==> src/rtl/led_bus_initiator.sv <==
// Bus initiator for the switch/LED peripheral: on a trigger it reads the switch register,
// steps the LED index and writes it back. Define INIT_POLL_EN to add a periodic poll trigger.
module led_bus_initiator #(
    parameter logic [7:0]  SW_ADDR      = 8'h04,
    parameter logic [7:0]  LED_ADDR     = 8'h00,
    parameter int unsigned READ_LATENCY = 1,
    parameter int unsigned POLL_PERIOD  = 50000
) (
    input  logic        clk,
    input  logic        nreset,
    input  logic        fabint,
    input  logic [31:0] bus_read_data,
    output logic        bus_write_en,
    output logic        bus_read_en,
    output logic [7:0]  bus_addr,
    output logic [31:0] bus_write_data,
    output logic [2:0]  led_index,
    output logic        busy,
    output logic [7:0]  drop_count
);
    localparam int unsigned LAT_W = 3;

    typedef enum logic [2:0] {
        IDLE = 3'd0,
        RD   = 3'd1,
        WAIT = 3'd2,
        CALC = 3'd3,
        WR   = 3'd4
    } state_t;

    state_t           state;
    logic             fabint_q;
    logic             pend;
    logic [LAT_W-1:0] lat_cnt;
    logic [1:0]       sw_code;
    logic [2:0]       new_idx;
    logic             fab_edge;
    logic             poll_hit;
    logic             trigger;
    logic             start;
    logic             unused_rd_bits;

    assign unused_rd_bits = ^bus_read_data[31:2];

    assign fab_edge = fabint & ~fabint_q;
    assign trigger  = fab_edge | poll_hit;
    assign start    = (state == IDLE) && (trigger || pend);

`ifdef INIT_POLL_EN
    localparam int unsigned POLL_W = (POLL_PERIOD > 1) ? $clog2(POLL_PERIOD) : 1;

    logic [POLL_W-1:0] poll_cnt;

    assign poll_hit = (poll_cnt == POLL_W'(POLL_PERIOD - 1));

    // Free-running poll timer, re-aligned whenever a transaction starts
    always_ff @(posedge clk or negedge nreset) begin
        if (!nreset) begin
            poll_cnt <= '0;
        end else if (poll_hit || start) begin
            poll_cnt <= '0;
        end else begin
            poll_cnt <= poll_cnt + POLL_W'(1);
        end
    end
`else
    localparam int unsigned unused_poll_period = POLL_PERIOD;

    assign poll_hit = 1'b0;
`endif

    // Next LED index from the sampled switch code (modulo-8 wrap is natural)
    always_comb begin
        new_idx = led_index;
        case (sw_code)
            2'b01:   new_idx = led_index + 3'd1;
            2'b10:   new_idx = led_index - 3'd1;
            2'b11:   new_idx = 3'd0;
            default: new_idx = led_index;
        endcase
    end

    always_ff @(posedge clk or negedge nreset) begin
        if (!nreset) begin
            state          <= IDLE;
            fabint_q       <= 1'b0;
            pend           <= 1'b0;
            lat_cnt        <= '0;
            sw_code        <= 2'b00;
            bus_write_en   <= 1'b0;
            bus_read_en    <= 1'b0;
            bus_addr       <= 8'h00;
            bus_write_data <= 32'h0;
            led_index      <= 3'd0;
            busy           <= 1'b0;
            drop_count     <= 8'h00;
        end else begin
            fabint_q     <= fabint;
            bus_read_en  <= 1'b0;
            bus_write_en <= 1'b0;

            // One-deep pend; further triggers while it is held are counted as lost
            if (trigger && (state != IDLE)) begin
                if (!pend) begin
                    pend <= 1'b1;
                end else if (drop_count != 8'hFF) begin
                    drop_count <= drop_count + 8'd1;
                end
            end

            case (state)
                IDLE: begin
                    if (start) begin
                        pend        <= 1'b0;
                        state       <= RD;
                        busy        <= 1'b1;
                        bus_read_en <= 1'b1;
                        bus_addr    <= SW_ADDR;
                    end
                end
                RD: begin
                    state   <= WAIT;
                    lat_cnt <= LAT_W'(READ_LATENCY);
                end
                WAIT: begin
                    if (lat_cnt <= LAT_W'(1)) begin
                        sw_code <= bus_read_data[1:0];
                        state   <= CALC;
                    end
                    lat_cnt <= lat_cnt - LAT_W'(1);
                end
                CALC: begin
                    if (sw_code == 2'b00) begin
                        state <= IDLE;
                        busy  <= 1'b0;
                    end else begin
                        state          <= WR;
                        bus_write_en   <= 1'b1;
                        bus_addr       <= LED_ADDR;
                        bus_write_data <= {29'd0, new_idx};
                    end
                end
                WR: begin
                    led_index <= bus_write_data[2:0];
                    state     <= IDLE;
                    busy      <= 1'b0;
                end
                default: begin
                    state <= IDLE;
                    busy  <= 1'b0;
                end
            endcase
        end
    end

endmodule

==> config.mk <==
export PLATFORM = sky130hd
export DESIGN_NAME = led_bus_initiator
export DESIGN_NICKNAME = d
export VERILOG_FILES = /design/src/rtl/led_bus_initiator.sv
export SDC_FILE = /design/constraint.sdc
export NUM_CORES = 1
export LEC_CHECK = 0
export BUFFER_PORTS_ARGS = -buffer_cell sky130_fd_sc_hd__buf_2
export CAP_MARGIN = 25
export CELL_PAD_IN_SITES_DETAIL_PLACEMENT = 1
export CELL_PAD_IN_SITES_GLOBAL_PLACEMENT = 1
export CORE_ASPECT_RATIO = 0.7
export CORE_MARGIN = 3
export CORE_UTILIZATION = 34
export CTS_BUF_LIST = sky130_fd_sc_hd__clkbuf_8
export CTS_CLUSTER_DIAMETER = 80
export CTS_CLUSTER_SIZE = 12
export DETAILED_ROUTE_END_ITERATION = 8
export PLACE_DENSITY_LB_ADDON = 0.15
export SLEW_MARGIN = 10
export SYNTH_ARGS = -nofsm -noshare
export SYNTH_HDL_FRONTEND = slang
export SYNTH_SLANG_ARGS = --single-unit
==> constraint.sdc <==
create_clock -name clk -period 2.2 [get_ports clk]
set_input_delay 0.44 -clock clk [delete_from_list [all_inputs] [get_ports clk]]
set_output_delay 0.44 -clock clk [all_outputs]
set_load 0.02 [all_outputs]
# Yosys cells after proc, flatten, opt, wreduce, memory -nomap -nowiden
# Index checks and enable logic that the tools add are counted.
# W data, S select, Z words.
# word_totals
output_inout_bits,54
regBits,35
# op_classes
magnitude_cmp,1
reduce_logical,15
n_bitwise,4
add_sub_neg,4
muxes,19
n_eq_ne,12
# op_table
cell,n
$mux W8,2
$pmux W8 S2,1
$pmux W3 S4,1
$mux W1,9
$mux W3,3
$pmux W3 S3,1
$reduce_and A3 Y1,3
$add A8 B1 Y8 const B,1
$ne A2 B2 Y1 const B,4
$ne A8 B8 Y1 const B,1
$eq A3 B2 Y1 const B,2
$pmux W3 S2,1
$reduce_and A2 Y1,3
$sub A3 B1 Y3 const B,2
$eq A2 B2 Y1 const B,2
$reduce_bool A2 Y1,2
$add A3 B1 Y3 const B,1
$eq A3 B1 Y1 const B,1
$eq A3 B3 Y1 const B,1
$le A3 B1 Y1 const B,1
$logic_not A3 Y1,1
$not A1 Y1,3
$pmux W1 S3,1
$reduce_bool A3 Y1,1
6 further kinds,7

# Longest topological paths before layout
# logic_depth
word_depth,6
mapped_depth,7
ltp_nobuf,7

# Worst setup path after synthesis
# Ideal clock, no wire load.
# synth_path
kind,register to register
start,register sw_code[0]
end,register bus_write_data[2]
path_slack_ps,577
stages_incl_launch_ff,8
synth_period_minus_slack_ps,1623
path_buffers,0
t_arrival_ps,1485
path_cell_list,dfrtp_1 inv_1 ha_1 fa_1 xnor2_1 a21o_1 a21oi_1 a21oi_1
# synth_between
elab_chain_cells,3
elab_cells_between_ends,7
# synth_lines
element,line,rtl
start: declaration,35,logic [1:0] sw_code;
start signal: assignment,127,sw_code <= bus_read_data[1:0];
branches (longest 3 deep; another with $pmux W3 S3),--,
end signal: assignment,140,"bus_write_data <= {29'd0, new_idx};"
end: declaration,16,"output logic [31:0] bus_write_data,"
# Parallel ways; which one is timed is not known.
# A chain may end at the register's enable or synchronous reset.

# Final worst setup path
# Ends and elaborated chain as after synthesis.

==> run summary <==
=====================================================================================
Result of the run                                                        complete, no violations
Synthesized flop and latch total                                                   28
TritonCTS clock tree                                                              yes
Startpoint of the worst-slack reg-to-reg timing path                       sw_code[0]
Sequential share of power                                                       37.9%
CTS root buffer                                                              clkbuf_8
Remaining routing DRC violations                                                    0
Total number of vias                                                             1138
Critical path required time                                                   2340 ps
Category of the worst setup path capture point                               register
Worst Tran Pin Value                                                           663 ps
Static Leak                                                               0.000879 uW
Antenna violations before repair                                                    0
Port Buffer Count                                                                  22
Area leader, netlist                                                          dfrtp_1
Areal power density over the cells                                       1420 mW/mm^2
Post-Route Utilization                                                          39.2%
Net load switching power                                                      1080 uW
# nets final                                                                      229
Overall Global Routing Usage                                                    11.5%
Clock latency on the worst-skew pair                                           270 ps
Class of the tightest hold or removal check                              input port to async pin
Worst hold margin                                                              186 ps
Total iterations of the first detailed-routing run                                  4
Avg Vias per Cell                                                                4.52
Final antenna-violating net count                                                   0
Buffer levels on the longest clock path                                             2
Largest net degree at the start of global routing                                  29
Top FF cell, synth                                                            dfrtp_1
Count of routing violations after the opening detailed-route iteration             42
Peak fanout along the critical path                                                 3
Sequential cell area fraction in the yosys report                               41.7%
Floorplan die height                                                          64.8 um
Overflow left after global routing                                                  0
Setup repair after global routing missed its margin                                no
Most instantiated library cell after synthesis                                  buf_4
Total clock buffers created by CTS                                                  3
Final TNS setup                                                                  0 ps
First-pass GRT wire length                                                    5.38 mm
Min cycle time layout                                                         1760 ps
Avg Cell Area, Syn                                                          10.2 um^2
Register-to-register setup slack                                               440 ps
Share of async-settable or async-resettable flops after synthesis                100%
Arrival time of the worst setup path                                          1900 ps
Placeable core region                                                    0.00455 mm^2
Global placer's final weighted congestion                                       0.773
Slew Limit Headroom                                                             55.8%
Maxcap violations                                                                   0
Worst clock skew                                                              2.20 ps
Width of the die                                                              90.0 um
Post-placement worst setup slack                                               421 ps
Combinational power share                                                       46.1%
Clock H-tree levels                                                                 1
Detail-routed net length per standard cell                                    13.2 um
Number of endpoints failing setup at the final stage                                0
Proportion of layout cells with a drive suffix above 1                          22.0%
Number of global-route vias before repair                                        1073
Max frequency                                                                 570 MHz
Number of cells on the worst reg-to-reg path                                        7
Clk slew on worst S/H paths                                                    100 ps
Largest cells by area after synthesis                                    dfrtp_1, buf_4, ha_1
Share of total power in the clock network                                       16.1%
Total clock sinks                                                                  28
Nature of the critical path startpoint                                       register
Setup bufs post-CTS                                                                 0
Count of cells resized by post-cts repair                                           0
End of the worst register-to-register path                               bus_write_data[2]
Most numerous cell types in the synthesized netlist                      buf_4, dfrtp_1, a21oi_1, nor2_1, inv_1
Count of inserted antenna diode cells                                               0
Number of distinct library cells after synthesis                                   42
Detail Placement HPWL                                                         2.54 mm
Final Non-Filler Cells                                                            252
Largest voltage drop on the vdd net                                            387 uV
Growth of design area from synthesis to finish                                  6.25%
Top-level port count                                                               89
Critical path class                                                      register to register
Netlist area before placement                                            0.00168 mm^2
Max Transition Viols Final                                                          0
Period utilization                                                              79.8%
Initial Utilization                                                             36.9%
Warnings, synthesis                                                                 0
Total routed wirelength                                                       3.34 mm
Switching part of the total power                                               42.5%
# rows                                                                             20
Count of placed standard cells including taps                                     248
Number of hold violations in the final report                                       0
Setup slack of the critical path after layout                                  445 ps
Internal power summed over all cells                                          1460 uW
Count of mapped cells out of synthesis                                            164
CTS Hold Bufs                                                                       0
DIE AREA                                                                 0.00583 mm^2
Number of enable-type register cells in the synthesized netlist                     0
Area share of the largest cell type after synthesis                             41.7%
=====================================================================================
-- power groups by stage --
stage / clock network, uW / registers [uW] / logic [uW]
3_3_place_gp: 0 / 944 / 1130
5_1_grt: 445 / 1010 / 1300
6_report: 408 / 961 / 1170
2_1_floorplan: 0 / 1020 / 853
3_5_place_dp: 0 / 969 / 1180
4_1_cts: 419 / 963 / 1190
-- layer usage --
metal | up-vias | share of wire, % | track usage [%]
met1 | 567 | 45 | 14.6
met4 | 0 | 0 | 2.29
met2 | 43 | 48 | 19.8
met3 | 0 | 6.8 | 3.13
met5 | - | 0 | 0
li1 | 528 | - | -
-- flip-flops by register name, summed over array words and instances, names as in the netlist --
name            flops
pend                1
led_index           3
bus_write_en        1
fabint_q            1
lat_cnt             3
bus_write_data      3
state               3
bus_read_en         1
busy                1
drop_count          8
sw_code             2
bus_addr            1
-- layout make-up --
cell class	count	area (um^2)
sequential	28	701
clock buffer	3	41.3
fill	550	2770
tap	66	82.6
clock inverter	1	30.0
timing repair buffer	22	110
inverter	9	33.8
multi-input combinational	123	787
-- layout by cell type, fill, tap and decap left out, types with 2 or more instances in the layout --
cell | Yosys | final
nor3_1 | 3 | 3
ha_1 | 6 | 6
buf_2 | 1 | 22
o21ai_0 | 5 | 5
nor2_1 | 11 | 11
clkbuf_8 | 0 | 3
mux2_4 | 3 | 3
inv_1 | 9 | 9
nand4_1 | 3 | 3
nor3b_2 | 2 | 2
dfrtp_1 | 28 | 28
xor2_1 | 3 | 3
mux2_2 | 3 | 3
conb_1 | 1 | 36
nor2b_1 | 2 | 2
nand2b_1 | 2 | 2
nand2_1 | 3 | 3
a21oi_1 | 13 | 13
nor3b_1 | 2 | 2
xnor2_1 | 4 | 4
or3_4 | 2 | 2
nand3_1 | 2 | 2
-- logic make-up after synthesis --
| family | synth area share (%) |
|---|---|
| buffers and inverters | 19.3 |
| and+or+nand+nor | 14.0 |
| AOI/OAI and AO/OA | 10.1 |
| DFF | 41.7 |
| adders and majority gates | 5.66 |
| xor gates and xnor gates | 3.65 |
| muxes | 5.36 |
| other | 0.223 |
-- worst max path at each step --
stage,startpoint,to,slack (ps)
finish,sw_code[0],bus_write_data[2],440
global route,sw_code[0],bus_write_data[2],340
CTS,sw_code[0],bus_write_data[2],420
detailed placement,fabint,drop_count[7],420
global placement,fabint,drop_count[7],460
floorplan,sw_code[0],bus_write_data[2],580
-- critical path: stages, from the launching register on --
cell	delay [ps]
dfrtp_1	360
inv_1	70
ha_1	240
fa_1	380
xnor2_1	160
a21o_1	190
a21oi_1	140
a21oi_1	80
-- stage by stage --
| step | cell area [um^2] | power (uW) |
|---|---|---|
| finish | 1790 | 2540 |
| global route | 1790 | 2750 |
| CTS | 1790 | 2570 |
| detailed placement | 1710 | 2150 |
| global placement | 1710 | 2070 |
| floorplan | 1810 | 1870 |
Power figures use the tool's default switching activity.
